==> src/rtl/alu_execute_unit_if.sv <==
// Op-issue and writeback bundle for the ALU execute stage; the decoder side drives
// through master, the execute unit sits on slave.
interface alu_execute_unit_if #(
    parameter int WIDTH = 32
);
    logic             in_valid;
    logic             in_ready;
    logic [3:0]       alu_control;
    logic             regwrite_control;
    logic [4:0]       rd_addr;
    logic [WIDTH-1:0] operand_a;
    logic [WIDTH-1:0] operand_b;
    logic             wb_valid;
    logic             wb_en;
    logic [4:0]       wb_addr;
    logic [WIDTH-1:0] wb_data;
    logic             illegal_op;
    logic             busy;

    modport master (
        output in_valid, alu_control, regwrite_control, rd_addr, operand_a, operand_b,
        input  in_ready, wb_valid, wb_en, wb_addr, wb_data, illegal_op, busy
    );

    modport slave (
        input  in_valid, alu_control, regwrite_control, rd_addr, operand_a, operand_b,
        output in_ready, wb_valid, wb_en, wb_addr, wb_data, illegal_op, busy
    );
endinterface

==> src/rtl/alu_execute_unit.sv <==
// ALU execute stage: single-cycle logic/arith/shift ops, iterative shift-add MUL; 1 cycle, or 1+WIDTH/MUL_BITS for MUL.
// Backpressure: in_ready is low for every MUL cycle; writeback is a pulse with no downstream stall.
module alu_execute_unit #(
    parameter int WIDTH    = 32,
    parameter int MUL_BITS = 1
) (
    input  logic               clock,
    input  logic               reset_n,
    alu_execute_unit_if.slave  io
);
    localparam int         SH_W      = $clog2(WIDTH);
    localparam int         MUL_STEPS = WIDTH / MUL_BITS;
    localparam int         CNT_W     = $clog2(MUL_STEPS);
    localparam logic [3:0] OP_MUL    = 4'b0110;

    typedef enum logic [1:0] {
        S_IDLE = 2'd0,
        S_MUL  = 2'd1,
        S_WB   = 2'd2
    } state_t;

    typedef struct packed {
        logic [4:0] rd;
        logic       rw;
    } dest_t;

    state_t           state_q;
    logic             ready_q;
    logic             busy_q;
    logic             wb_valid_q;
    logic             wb_en_q;
    logic             illegal_q;
    logic [4:0]       wb_addr_q;
    logic [WIDTH-1:0] wb_data_q;
    logic [WIDTH-1:0] acc_q,    acc_d;
    logic [WIDTH-1:0] mcand_q,  mcand_d;
    logic [WIDTH-1:0] mplier_q, mplier_d;
    logic [CNT_W-1:0] cnt_q,    cnt_d;
    dest_t            dest_q;

    logic             accept;
    logic             op_legal;
    logic [SH_W-1:0]  shamt;
    logic [WIDTH-1:0] alu_res;
    logic [WIDTH-1:0] pp;

    assign accept   = io.in_valid & ready_q;
    assign op_legal = ~io.alu_control[3];
    assign shamt    = io.operand_b[SH_W-1:0];

    assign io.in_ready   = ready_q;
    assign io.busy       = busy_q;
    assign io.wb_valid   = wb_valid_q;
    assign io.wb_en      = wb_en_q;
    assign io.wb_addr    = wb_addr_q;
    assign io.wb_data    = wb_data_q;
    assign io.illegal_op = illegal_q;

    always_comb begin
        alu_res = '0;
        case (io.alu_control[2:0])
            3'b000:  alu_res = io.operand_a & io.operand_b;
            3'b001:  alu_res = io.operand_a | io.operand_b;
            3'b010:  alu_res = io.operand_a + io.operand_b;
            3'b011:  alu_res = io.operand_a << shamt;
            3'b100:  alu_res = io.operand_a - io.operand_b;
            3'b101:  alu_res = io.operand_a >> shamt;
            3'b111:  alu_res = io.operand_a ^ io.operand_b;
            default: alu_res = '0;
        endcase
    end

    // One multiplier digit per cycle: add the shifted multiplicand for each set bit.
    always_comb begin
        pp = '0;
        for (int j = 0; j < MUL_BITS; j++) begin
            if (mplier_q[j]) pp = pp + (mcand_q << j);
        end
        acc_d    = acc_q + pp;
        mcand_d  = mcand_q << MUL_BITS;
        mplier_d = mplier_q >> MUL_BITS;
        cnt_d    = cnt_q - CNT_W'(1);
    end

    always_ff @(posedge clock or negedge reset_n) begin
        if (!reset_n) begin
            state_q    <= S_IDLE;
            ready_q    <= 1'b0;
            busy_q     <= 1'b0;
            wb_valid_q <= 1'b0;
            wb_en_q    <= 1'b0;
            illegal_q  <= 1'b0;
            wb_addr_q  <= '0;
            wb_data_q  <= '0;
            acc_q      <= '0;
            mcand_q    <= '0;
            mplier_q   <= '0;
            cnt_q      <= '0;
            dest_q     <= '0;
        end else begin
            wb_valid_q <= 1'b0;
            wb_en_q    <= 1'b0;
            illegal_q  <= 1'b0;
            case (state_q)
                S_MUL: begin
                    acc_q    <= acc_d;
                    mcand_q  <= mcand_d;
                    mplier_q <= mplier_d;
                    cnt_q    <= cnt_d;
                    if (cnt_q == '0) begin
                        state_q    <= S_WB;
                        ready_q    <= 1'b1;
                        busy_q     <= 1'b0;
                        wb_valid_q <= 1'b1;
                        wb_en_q    <= dest_q.rw && (dest_q.rd != 5'd0);
                        wb_addr_q  <= dest_q.rd;
                        wb_data_q  <= acc_d;
                    end
                end
                default: begin
                    ready_q <= 1'b1;
                    busy_q  <= 1'b0;
                    if (!accept) begin
                        state_q <= S_IDLE;
                    end else if (io.alu_control == OP_MUL) begin
                        state_q  <= S_MUL;
                        ready_q  <= 1'b0;
                        busy_q   <= 1'b1;
                        acc_q    <= '0;
                        mcand_q  <= io.operand_a;
                        mplier_q <= io.operand_b;
                        cnt_q    <= CNT_W'(MUL_STEPS - 1);
                        dest_q   <= '{rd: io.rd_addr, rw: io.regwrite_control};
                    end else begin
                        state_q    <= S_WB;
                        wb_valid_q <= 1'b1;
                        wb_en_q    <= io.regwrite_control && op_legal && (io.rd_addr != 5'd0);
                        wb_addr_q  <= io.rd_addr;
                        wb_data_q  <= op_legal ? alu_res : '0;
                        illegal_q  <= ~op_legal;
                    end
                end
            endcase
        end
    end
endmodule
==> src/flat_wrapper.sv <==
// flat-port wrapper written by rule: the top's interface ports become plain ports
module alu_execute_unit_flat 
#(
    parameter int WIDTH    = 32,
    parameter int MUL_BITS = 1
)
  (clock, reset_n, io_in_valid, io_alu_control, io_regwrite_control, io_rd_addr, io_operand_a, io_operand_b, io_in_ready, io_wb_valid, io_wb_en, io_wb_addr, io_wb_data, io_illegal_op, io_busy);
  alu_execute_unit_if #(.WIDTH(WIDTH)) io_i ();
  input  logic clock;
  input  logic reset_n;
  input wire logic [$bits(io_i.in_valid)-1:0] io_in_valid;
  input wire logic [$bits(io_i.alu_control)-1:0] io_alu_control;
  input wire logic [$bits(io_i.regwrite_control)-1:0] io_regwrite_control;
  input wire logic [$bits(io_i.rd_addr)-1:0] io_rd_addr;
  input wire logic [$bits(io_i.operand_a)-1:0] io_operand_a;
  input wire logic [$bits(io_i.operand_b)-1:0] io_operand_b;
  output wire logic [$bits(io_i.in_ready)-1:0] io_in_ready;
  output wire logic [$bits(io_i.wb_valid)-1:0] io_wb_valid;
  output wire logic [$bits(io_i.wb_en)-1:0] io_wb_en;
  output wire logic [$bits(io_i.wb_addr)-1:0] io_wb_addr;
  output wire logic [$bits(io_i.wb_data)-1:0] io_wb_data;
  output wire logic [$bits(io_i.illegal_op)-1:0] io_illegal_op;
  output wire logic [$bits(io_i.busy)-1:0] io_busy;
  assign io_i.in_valid = io_in_valid;
  assign io_i.alu_control = io_alu_control;
  assign io_i.regwrite_control = io_regwrite_control;
  assign io_i.rd_addr = io_rd_addr;
  assign io_i.operand_a = io_operand_a;
  assign io_i.operand_b = io_operand_b;
  assign io_in_ready = io_i.in_ready;
  assign io_wb_valid = io_i.wb_valid;
  assign io_wb_en = io_i.wb_en;
  assign io_wb_addr = io_i.wb_addr;
  assign io_wb_data = io_i.wb_data;
  assign io_illegal_op = io_i.illegal_op;
  assign io_busy = io_i.busy;
  alu_execute_unit #(.WIDTH(WIDTH), .MUL_BITS(MUL_BITS)) u_core (.clock(clock), .reset_n(reset_n), .io(io_i));
endmodule
==> config.mk <==
export PLATFORM = sky130hd
export DESIGN_NAME = alu_execute_unit_flat
export DESIGN_NICKNAME = d
export VERILOG_FILES = /design/src/rtl/alu_execute_unit_if.sv /design/src/rtl/alu_execute_unit.sv /design/src/flat_wrapper.sv
export SDC_FILE = /design/constraint.sdc
export NUM_CORES = 1
export LEC_CHECK = 0
export CORE_ASPECT_RATIO = 0.9
export CORE_MARGIN = 2
export CORE_UTILIZATION = 50
export CTS_CLUSTER_SIZE = 14
export DETAILED_ROUTE_END_ITERATION = 10
export PLACE_DENSITY_LB_ADDON = 0.15
export SLEW_MARGIN = 20
export SYNTH_ARGS = -nofsm -noshare
export SYNTH_HDL_FRONTEND = slang
export SYNTH_SLANG_ARGS = --single-unit
==> constraint.sdc <==
create_clock -name clock -period 8.8 [get_ports clock]
set_clock_uncertainty 0.05 [all_clocks]
set_input_delay 1.76 -clock clock [delete_from_list [all_inputs] [get_ports clock]]
set_output_delay 1.76 -clock clock [all_outputs]
set_load 0.03 [all_outputs]
==> results of run 1 <==
[cell type report]
| class | instances | area [µm²] | share of cell area, % |
|---|---|---|---|
| Clock buffer | 17 | 425.4 | 2.430 |
| Clock inverter | 15 | 165.2 | 0.9433 |
| Inverter | 92 | 345.3 | 1.972 |
| Multi-Input combinational cell | 1531 | 10950 | 62.54 |
| Sequential cell | 150 | 3754 | 21.44 |
| Tap cell | 409 | 511.7 | 2.923 |
| Timing Repair Buffer | 144 | 1358 | 7.754 |
[flip-flops by register name (all words and copies together), names as in the netlist]
name and count:
u_core.io.wb_en 1, u_core.dest_q 6, u_core.mplier_q 32, u_core.io.wb_addr 5
u_core.io.wb_valid 1, u_core.io.in_ready 1, u_core.state_q 2, u_core.io.illegal_op 1
u_core.mcand_q 32, u_core.io.wb_data 32, u_core.acc_q 32, u_core.cnt_q 5
[synthesized netlist by cell type (all sizes together) (10+ instances only)]
| master | instances |
|---|---|
| nand2 | 221 |
| nor2 | 182 |
| o21ai | 157 |
| dfrtp | 150 |
| ha | 130 |
| a21oi | 128 |
| mux2i | 125 |
| inv | 92 |
| clkbuf | 85 |
| xnor2 | 63 |
| buf | 45 |
| a21o | 40 |
| and2 | 40 |
| a31oi | 38 |
| mux4 | 36 |
| nand3 | 28 |
| nor3 | 28 |
| a211oi | 27 |
| xor2 | 24 |
| a222oi | 21 |
| mux2 | 20 |
| a221oi | 14 |
| nor2b | 14 |
| nand2b | 13 |
| o22ai | 12 |
| a22o | 11 |
| o221ai | 11 |
| o31ai | 11 |
| nand4 | 10 |
| o211ai | 10 |
[worst min-delay path by stage]
stage	startpoint	endpoint	slack (ns)	cells after the start
floorplan	u_core.cnt_q[3]$_DFFE_PN0P_	u_core.cnt_q[3]$_DFFE_PN0P_	0.40	1
global placement	u_core.mplier_q[17]$_DFFE_PN0P_	u_core.mplier_q[16]$_DFFE_PN0P_	0.41	2
detailed placement	u_core.mplier_q[13]$_DFFE_PN0P_	u_core.mplier_q[12]$_DFFE_PN0P_	0.41	2
CTS	u_core.mplier_q[21]$_DFFE_PN0P_	u_core.mplier_q[20]$_DFFE_PN0P_	0.43	2
global route	u_core.acc_q[27]$_DFFE_PN0P_	u_core.acc_q[27]$_DFFE_PN0P_	0.46	1
finish	u_core.mplier_q[21]$_DFFE_PN0P_	u_core.mplier_q[20]$_DFFE_PN0P_	0.42	2
[cell usage in the layout (no fill, tap or decap), types with 35 or more instances in the layout]
cell	netlist	final
a21o_1	40	40
a21oi_1	127	126
a31oi_1	37	37
and2_1	40	40
clkdlybuf4s50_1	0	112
dfrtp_1	150	150
ha_1	130	130
inv_1	88	87
mux2i_1	125	125
mux4_2	35	35
nand2_1	221	221
nor2_1	182	179
o21ai_0	113	113
o21ai_1	44	44
xnor2_1	63	63
[through the flow]
step	utilization, %	area, µm²	hold WS (ns)
final	56.92	17510	0.4242
after global routing	56.92	17510	0.4565
after CTS	56.92	17510	0.4316
after detailed placement	55.00	16920	0.4148
after global placement	54.98	16910	0.4054
after floorplan	-	15560	0.3961
[metal layers]
metal  up-vias  track usage (%)  wire length, µm
met3       118            8.998             5145
met2       699            52.79            24980
met4         0            15.71             2599
met1      7332            50.68            26130
li1       6998                -                -
met5         -                0                0
[power by group through the flow]
stage          clock, mW  combinational [mW]  sequential, mW
3_3_place_gp           0                1.64            1.08
3_5_place_dp           0                1.67            1.09
4_1_cts            0.775                1.68            1.08
5_1_grt            0.804                1.86            1.11
6_report           0.766                1.70            1.08
2_1_floorplan          0                1.14            1.10
[kinds of logic after synthesis]
family,count (synthesis),share of synthesized area (%)
AO/OA/AOI/OAI,556,23.17
multiplexers,181,14.73
AND/OR/NAND/NOR,575,16.54
buffers and inverters,222,5.831
flip-flops,150,24.13
XOR/XNOR,87,4.898
adder cells (fa/ha/maj),132,10.71
[tightest hold or removal path, stage by stage, from the launching register on]
cell	delay (ns)
dfrtp_1	0.34
nand2_1	0.04
o21ai_0	0.05
==> impl_metrics.env, run 1 <==
export IMPL_crit_required_ns=9.09
export IMPL_period_minus_slack_ns=6.430
export IMPL_n_fill_cell=2885
export IMPL_synthTopCellsByArea="dfrtp_1, ha_1, mux2i_1, nand2_1, mux4_2"
export IMPL_crit_path_cell_trace="clkdlybuf4s50_1, nor2b_1, nor2b_1, buf_4, nor2_1, xnor2_1, ha_1, o211ai_1, a21oi_1, o41ai_1, a21oi_1, o41ai_2, o21ai_1, xor2_1, a221oi_1, o22ai_1"
export IMPL_syn_area_mm2=0.01556
export IMPL_yosysUniqueCellTypes=82
export IMPL_fin_crit_sh_pct=73.07
export IMPL_via_per_inst=6.424
export IMPL_dr_first_iter_drc_count=1700
export IMPL_maxSlewViolCount=0
export IMPL_r2r_start="u_core.mplier_q[0]$_DFFE_PN0P_"
export IMPL_final_cell_count_no_fill=2358
export IMPL_max_slew_margin_rel_pct=25.56
export IMPL_grt_use_total_pct=36.19
export IMPL_synthCells=1903
export IMPL_grt_pass1_vias=13970
export IMPL_switchingPower_mw=1.545
export IMPL_cts_sinks=150
export IMPL_reg2reg_slack_ns=4.59
export IMPL_cts_tree="done"
export IMPL_crit_type="in -> reg"
export IMPL_peakVddDrop_v=0.0001978
export IMPL_place_congestion=0.9921
export IMPL_tightest_slew_ns=1.111
export IMPL_initial_core_util_pct=50.58
export IMPL_die_w_um=189.9
export IMPL_crit_path_max_incr_delay_ns=0.90
export IMPL_path_delay_family="compound AO/OA/AOI/OAI gates"
export IMPL_htreeDepth=4
export IMPL_post_cts_repair_setup_buffers=0
export IMPL_synth_async_sr_flop_share_pct=100.0
export IMPL_dieHeight_um=171.3
export IMPL_post_synth_top_area_fraction_pct=24.13
export IMPL_portBuffers=118
export IMPL_drc=0
export IMPL_drv_cap=0
export IMPL_internal_power_mw=2.007
export IMPL_place_ws_ns=2.098
export IMPL_p_total_mw=3.552
export IMPL_clk_pin_slew_ns=0.07
export IMPL_setup_viol=0
export IMPL_syn2layout_area_growth_pct=12.54
export IMPL_clock_latency_ns=0.47
export IMPL_die_area_mm2=0.03254
export IMPL_timing_fmax_mhz=155.5
export IMPL_synth_edf_count=0
export IMPL_syn_num_nets=2112
export IMPL_hold_buffers=0
export IMPL_clockRootBuffer="clkbuf_16"
export IMPL_slowest_stage="clkdlybuf4s50_1"
export IMPL_ys_ff_latch=150
export IMPL_overflow=0
export IMPL_routed_wl_mm=58.85
export IMPL_core_mm2=0.03076
export IMPL_cp_start_kind="input port"
export IMPL_via_count=15150
export IMPL_crit_path_max_fanout=13
export IMPL_num_rows=61
export IMPL_clockBufferDepth=2
export IMPL_crit_arrival_ns=6.72
export IMPL_status="finished clean"
export IMPL_ys_warnings_count=0
export IMPL_synth_largest_area_cell="dfrtp_1"
export IMPL_hp_class="reg -> reg"
export IMPL_powerDensity_mw_per_mm2=202.9
export IMPL_cp_depth=16
export IMPL_cts_resized=0
export IMPL_nNetsFinal=2145
export IMPL_combPwrFrac_pct=48.0
export IMPL_p_seq_share_pct=30.5
export IMPL_n_antenna_cell=0
export IMPL_post_drt_wl_per_cell_um=24.96
export IMPL_fin_ws_ns=2.370
export IMPL_first_pass_iters=6
export IMPL_io_pin_count=119
export IMPL_worstSetupEndpointType="register"
export IMPL_dp_cells=2326
export IMPL_avgSynthCellArea_um2=8.175
export IMPL_endpoint="u_core.io.wb_data[29]$_DFFE_PN0P_"
export IMPL_dpl_hpwl_mm=43.31
export IMPL_worstRegToRegCells=11
export IMPL_leakage_nw=7.554
export IMPL_ys_seq_area_share_pct=24.13
export IMPL_finalSetupTns_ns=0
export IMPL_cts_buffers=17
export IMPL_antenna_found_initial=0
export IMPL_path_buf_inv=2
export IMPL_grt_pass1_wl_mm=87.91
export IMPL_rsz0062_at_grt="no"
export IMPL_synth_ff_type="dfrtp_1"
export IMPL_critPathLaunch="io_alu_control[2]"
export IMPL_grt_max_degree=92
export IMPL_layout_drive_gt1_share_pct=7.081
export IMPL_hold_violations=0
export IMPL_timing_rr_end="u_core.io.wb_data[25]$_DFFE_PN0P_"
export IMPL_swShare_pct=43.50
export IMPL_clockPowerShare_pct=21.6
export IMPL_ant_nets=0
Note: power is estimated with default switching activity, not from simulation.
==> inputs of run 2 (changes only) <==
Clock period 8.8 ns to 5.46 ns, I/O delays scaled along.
==> run 2 against run 1 <==
Hold slack barely moved. Setup slack got worse by 2.1 ns. Sequential share of layout area fell by 0.92 points. Sequential cell count did not move. Critical endpoint is now u_core.io.wb_data[20]$_DFFE_PN0P_. Largest cell class unchanged.
==> impl_metrics.env, run 2 (same netlist as run 1, synthesis figures left out) <==
export IMPL_initial_core_util_pct=50.58
export IMPL_grt_max_degree=107
export IMPL_clk_pin_slew_ns=0.07
export IMPL_via_count=15820
export IMPL_io_pin_count=119
export IMPL_crit_path_cell_trace="clkdlybuf4s50_1, nor2b_1, nor2b_1, buf_4, nor2_1, xnor2_1, ha_1, nor2b_1, o31ai_1, nand2b_1, a21oi_1, o311ai_0, buf_4, a21oi_1, xnor2_1, a221oi_1, buf_4, o21ai_1"
export IMPL_overflow=0
export IMPL_worstRegToRegCells=11
export IMPL_htreeDepth=4
export IMPL_fin_crit_sh_pct=95.28
export IMPL_timing_rr_end="u_core.io.wb_data[25]$_DFFE_PN0P_"
export IMPL_crit_required_ns=5.74
export IMPL_core_mm2=0.03076
export IMPL_internal_power_mw=3.308
export IMPL_path_buf_inv=4
export IMPL_hold_buffers=0
export IMPL_dr_first_iter_drc_count=1759
export IMPL_crit_path_max_incr_delay_ns=0.60
export IMPL_clockRootBuffer="clkbuf_16"
export IMPL_syn2layout_area_growth_pct=17.56
export IMPL_n_fill_cell=2817
export IMPL_r2r_start="u_core.mplier_q[0]$_DFFE_PN0P_"
export IMPL_timing_fmax_mhz=192.2
export IMPL_post_cts_repair_setup_buffers=0
export IMPL_grt_pass1_wl_mm=90.90
export IMPL_grt_use_total_pct=37.02
export IMPL_final_common_cell="nand2_1"
export IMPL_crit_arrival_ns=5.48
export IMPL_cts_tree="done"
export IMPL_leakage_nw=8.053
export IMPL_die_area_mm2=0.03254
export IMPL_final_cell_mix="nand2_1, nor2_1, dfrtp_1"
export IMPL_hold_violations=0
export IMPL_period_minus_slack_ns=5.203
export IMPL_grt_pass1_vias=14800
export IMPL_place_congestion=1.006
export IMPL_setup_viol=0
export IMPL_num_rows=61
export IMPL_via_per_inst=6.426
export IMPL_cts_sinks=150
export IMPL_antenna_found_initial=0
export IMPL_post_drt_wl_per_cell_um=24.41
export IMPL_drv_cap=0
export IMPL_p_seq_share_pct=30.1
export IMPL_n_antenna_cell=0
export IMPL_place_ws_ns=-0.1351
export IMPL_hp_class="reg -> reg"
export IMPL_final_util_pct=59.46
export IMPL_die_w_um=189.9
export IMPL_cp_start_kind="input port"
export IMPL_switchingPower_mw=2.510
export IMPL_dieHeight_um=171.3
export IMPL_crit_type="in -> reg"
export IMPL_slowest_stage="clkdlybuf4s50_1"
export IMPL_cp_depth=18
export IMPL_critPathLaunch="io_alu_control[2]"
export IMPL_dpl_hpwl_mm=44.83
export IMPL_layout_drive_gt1_share_pct=11.79
export IMPL_portBuffers=118
export IMPL_crit_path_max_fanout=5
export IMPL_max_slew_margin_rel_pct=33.65
export IMPL_p_total_mw=5.818
export IMPL_ant_nets=0
export IMPL_endpoint="u_core.io.wb_data[20]$_DFFE_PN0P_"
export IMPL_place_area_mm2=0.01771
export IMPL_rsz0062_at_grt="no"
export IMPL_drc=0
export IMPL_worstSetupEndpointType="register"
export IMPL_clockPowerShare_pct=20.9
export IMPL_tightest_slew_ns=0.9953
export IMPL_swShare_pct=43.14
export IMPL_clock_latency_ns=0.46
export IMPL_routed_wl_mm=60.09
export IMPL_nNetsFinal=2250
export IMPL_status="finished clean"
export IMPL_fin_ws_ns=0.2574
export IMPL_clockBufferDepth=2
export IMPL_reg2reg_slack_ns=1.27
export IMPL_powerDensity_mw_per_mm2=318.1
export IMPL_path_delay_family="compound AO/OA/AOI/OAI gates"
export IMPL_cts_buffers=17
export IMPL_peakVddDrop_v=0.0002922
export IMPL_design_area_mm2=0.01829
export IMPL_first_pass_iters=6
export IMPL_maxSlewViolCount=0
export IMPL_combPwrFrac_pct=49.0
run 2: cell count changes in the layout (fill, tap and decap cells not counted), sizes merged:
cell	delta
buf	+105
clkinv	-1
run 2: layer usage:
layer  track usage, %  routed length, µm  share of wire [%]  vias to the layer above
met5                0                  0                  0                        -
met4            14.90               2548                4.2                        0
met3            7.203               5719                9.5                      148
met2            55.65              25800                 43                      846
met1            52.24              26020                 43                     7609
li1                 -                  -                  -                     7219
run 2: layout make-up:
| type | count | area (µm²) | share of cell area, % |
|---|---|---|---|
| clock inverter | 14 | 141.4 | 0.7730 |
| sequential | 150 | 3754 | 20.52 |
| timing repair buffer | 249 | 2158 | 11.80 |
| clock buffer | 17 | 425.4 | 2.326 |
| tap | 409 | 511.7 | 2.798 |
| inverter | 92 | 345.3 | 1.888 |
| multi-input combinational | 1531 | 10950 | 59.89 |
run 2: repair_timing:
action	CTS	global route
hold endpoints to repair	0	0
setup endpoints to repair	0	3
resized for setup	0	2
run 2: worst reg2reg max path, stage by stage, from the launching register on:
cell and delay (ns):
dfrtp_1 0.94, and2_1 0.28, ha_1 0.25, a211oi_1 0.33
o211ai_1 0.20, a21oi_1 0.32, nand4_1 0.22, a221o_1 0.44
a31oi_2 0.35, a2111o_1 0.19, nand2_1 0.13, o32a_1 0.38
run 2: power by group through the flow:
stage / clock network, mW / registers [mW] / logic [mW]
finish: 1.22 / 1.75 / 2.85
global route: 1.27 / 1.80 / 3.13
CTS: 1.23 / 1.75 / 2.81
detailed placement: 0 / 1.76 / 2.79
global placement: 0 / 1.75 / 2.73
floorplan: 0 / 1.77 / 1.83
run 2: worst min path at each step:
stage                                                from                              end  cells after the start
after floorplan               u_core.cnt_q[3]$_DFFE_PN0P_      u_core.cnt_q[3]$_DFFE_PN0P_                      1
after global placement    u_core.mplier_q[21]$_DFFE_PN0P_  u_core.mplier_q[20]$_DFFE_PN0P_                      2
after detailed placement  u_core.mplier_q[23]$_DFFE_PN0P_  u_core.mplier_q[22]$_DFFE_PN0P_                      2
after CTS                 u_core.mplier_q[21]$_DFFE_PN0P_  u_core.mplier_q[20]$_DFFE_PN0P_                      2
after global routing          u_core.cnt_q[3]$_DFFE_PN0P_      u_core.cnt_q[3]$_DFFE_PN0P_                      1
final                     u_core.mplier_q[21]$_DFFE_PN0P_  u_core.mplier_q[20]$_DFFE_PN0P_                      2
run 2: stage by stage:
stage,hold WS [ns],setup TNS (ns),cells
6_report,0.4245,0,2462
5_1_grt,0.4517,0,2462
4_1_cts,0.4292,0,2462
3_5_place_dp,0.4152,-0.3370,2431
3_3_place_gp,0.4051,0,2431
2_1_floorplan,0.3961,0,1903
==> inputs of run 3 (changes only) <==
Settings changed: CORE_UTILIZATION 50 to 55.
==> run 3 against run 2 <==
Via count rose by 2.6%. Core utilization rose by 6.1 points. Combinational power increased by 2%. Register-to-register slack worse by 0.08 ns. Critical path type unchanged. Sequential cell count unchanged. Setup slack worse by 0.019 ns. Critical path depth is 1 lower. First-iteration DRC count grew 21%. Routed wire length rose by 1.6%. Clock power hardly changed. Critical endpoint is now u_core.io.wb_data[27]$_DFFE_PN0P_.
==> impl_metrics.env, run 3 (same netlist as run 1, synthesis figures left out) <==
export IMPL_status="finished clean"
export IMPL_hold_buffers=0
export IMPL_via_per_inst=6.714
export IMPL_htreeDepth=4
export IMPL_rsz0062_at_grt="no"
export IMPL_r2r_start="u_core.mplier_q[0]$_DFFE_PN0P_"
export IMPL_crit_arrival_ns=5.51
export IMPL_num_rows=58
export IMPL_leakage_nw=8.083
export IMPL_timing_rr_end="u_core.io.wb_data[31]$_DFFE_PN0P_"
export IMPL_via_count=16240
export IMPL_clockRootBuffer="clkbuf_16"
export IMPL_clk_pin_slew_ns=0.08
export IMPL_die_area_mm2=0.02965
export IMPL_timing_fmax_mhz=191.5
export IMPL_first_pass_iters=7
export IMPL_initial_core_util_pct=55.83
export IMPL_final_cell_mix="nand2_1, nor2_1, dfrtp_1"
export IMPL_drc=0
export IMPL_drv_cap=0
export IMPL_grt_max_degree=111
export IMPL_final_common_cell="nand2_1"
export IMPL_grt_pass1_vias=15350
export IMPL_hp_class="reg -> reg"
export IMPL_cp_start_kind="input port"
export IMPL_min_to="u_core.mplier_q[7]$_DFFE_PN0P_"
export IMPL_grt_pass1_wl_mm=92.53
export IMPL_place_congestion=1.045
export IMPL_max_slew_margin_rel_pct=27.22
export IMPL_clockBufferDepth=2
export IMPL_whs_path_depth=2
export IMPL_dpl_hpwl_mm=45.14
export IMPL_overflow=0
export IMPL_post_drt_wl_per_cell_um=25.25
export IMPL_nNetsFinal=2254
export IMPL_reg2reg_slack_ns=1.19
export IMPL_syn2layout_area_growth_pct=17.48
export IMPL_dieHeight_um=163.6
export IMPL_cts_resized=0
export IMPL_hold_violations=0
export IMPL_worstSetupEndpointType="register"
export IMPL_layout_drive_gt1_share_pct=12.00
export IMPL_cts_buffers=17
export IMPL_cts_tree="done"
export IMPL_grt_use_total_pct=41.11
export IMPL_core_mm2=0.02787
export IMPL_final_cell_count_no_fill=2418
export IMPL_portBuffers=118
export IMPL_min_from="u_core.mplier_q[8]$_DFFE_PN0P_"
export IMPL_tightest_slew_ns=1.092
export IMPL_crit_type="in -> reg"
export IMPL_crit_path_max_fanout=4
export IMPL_cts_sinks=150
export IMPL_worstRegToRegCells=11
export IMPL_post_cts_repair_setup_buffers=0
export IMPL_clock_latency_ns=0.45
export IMPL_dp_cells=2386
export IMPL_io_pin_count=119
export IMPL_period_minus_slack_ns=5.221
export IMPL_peakVddDrop_v=0.0002938
export IMPL_finalSetupTns_ns=0
export IMPL_crit_required_ns=5.74
export IMPL_ant_nets=0
export IMPL_routed_wl_mm=61.06
export IMPL_setup_viol=0
export IMPL_n_antenna_cell=0
export IMPL_powerDensity_mw_per_mm2=321.1
export IMPL_die_w_um=181.3
export IMPL_maxSlewViolCount=0
export IMPL_dr_first_iter_drc_count=2120
export IMPL_antenna_found_initial=0
export IMPL_fin_crit_sh_pct=95.63
==> run 3: layout make-up <==
cell class	count	area [µm²]
repair buffers	253	2201
clock buffers	18	439.2
flip-flops and latches	150	3754
fillers	2327	9589
inverters	92	345.3
clock inverters	14	138.9
well taps	360	450.4
multi-input cells	1531	10950
==> run 3: worst max-delay path, stage by stage <==
cell	delay, ns
clkdlybuf4s50_1	0.53
nor4_2	0.40
nand4_1	0.29
or4_4	0.51
o31ai_1	0.26
xnor2_1	0.16
ha_1	0.29
and3_1	0.21
a2111oi_2	0.33
buf_4	0.17
nor2_1	0.05
o41ai_2	0.42
buf_4	0.18
xor2_1	0.16
o2111ai_1	0.12
a21o_1	0.20
o22a_1	0.15
==> run 3: how the worst max path moves through the flow <==
stage,from,end,slack [ns],depth (start not counted)
floorplan,io_operand_b[0],u_core.io.wb_data[29]$_DFFE_PN0P_,0.09,23
global placement,io_operand_b[4],u_core.io.wb_data[27]$_DFFE_PN0P_,-0.14,17
detailed placement,io_operand_b[4],u_core.io.wb_data[27]$_DFFE_PN0P_,-0.15,20
CTS,io_operand_b[4],u_core.io.wb_data[27]$_DFFE_PN0P_,0.27,20
global route,io_operand_b[4],u_core.io.wb_data[31]$_DFFE_PN0P_,0.03,20
finish,io_operand_b[4],u_core.io.wb_data[27]$_DFFE_PN0P_,0.24,17
==> run 3: per-layer routing <==
metal | share of wire [%] | wire length (µm) | global-route usage, % | vias to the layer above
li1 | - | - | - | 7211
met1 | 41 | 24970 | 56.03 | 7749
met2 | 43 | 26200 | 62.54 | 1066
met3 | 11 | 6830 | 9.431 | 209
met4 | 5.0 | 3050 | 18.11 | 0
met5 | 0 | 0 | 0 | -
==> run 3: power by group <==
group | total [mW] | internal [mW] | switching [mW] | leakage (nW)
Clock | 1.22 | 0.652 | 0.565 | 0.282
Combinational | 2.90 | 1.19 | 1.71 | 5.98
Sequential | 1.75 | 1.48 | 0.275 | 1.82
==> run 3: per-stage QoR <==
step,hold WS [ns],power (mW),area [µm²],setup WS (ns),util (%)
after detailed placement,0.4138,4.572,17690,-0.1487,63.48
after floorplan,0.3961,3.605,15560,0.09121,-
after global placement,0.4041,4.485,17690,-0.1368,63.48
after global routing,0.4533,6.195,18280,0.02735,65.59
after CTS,0.4260,5.811,18270,0.2705,65.56
final,0.4201,5.870,18280,0.2386,65.59
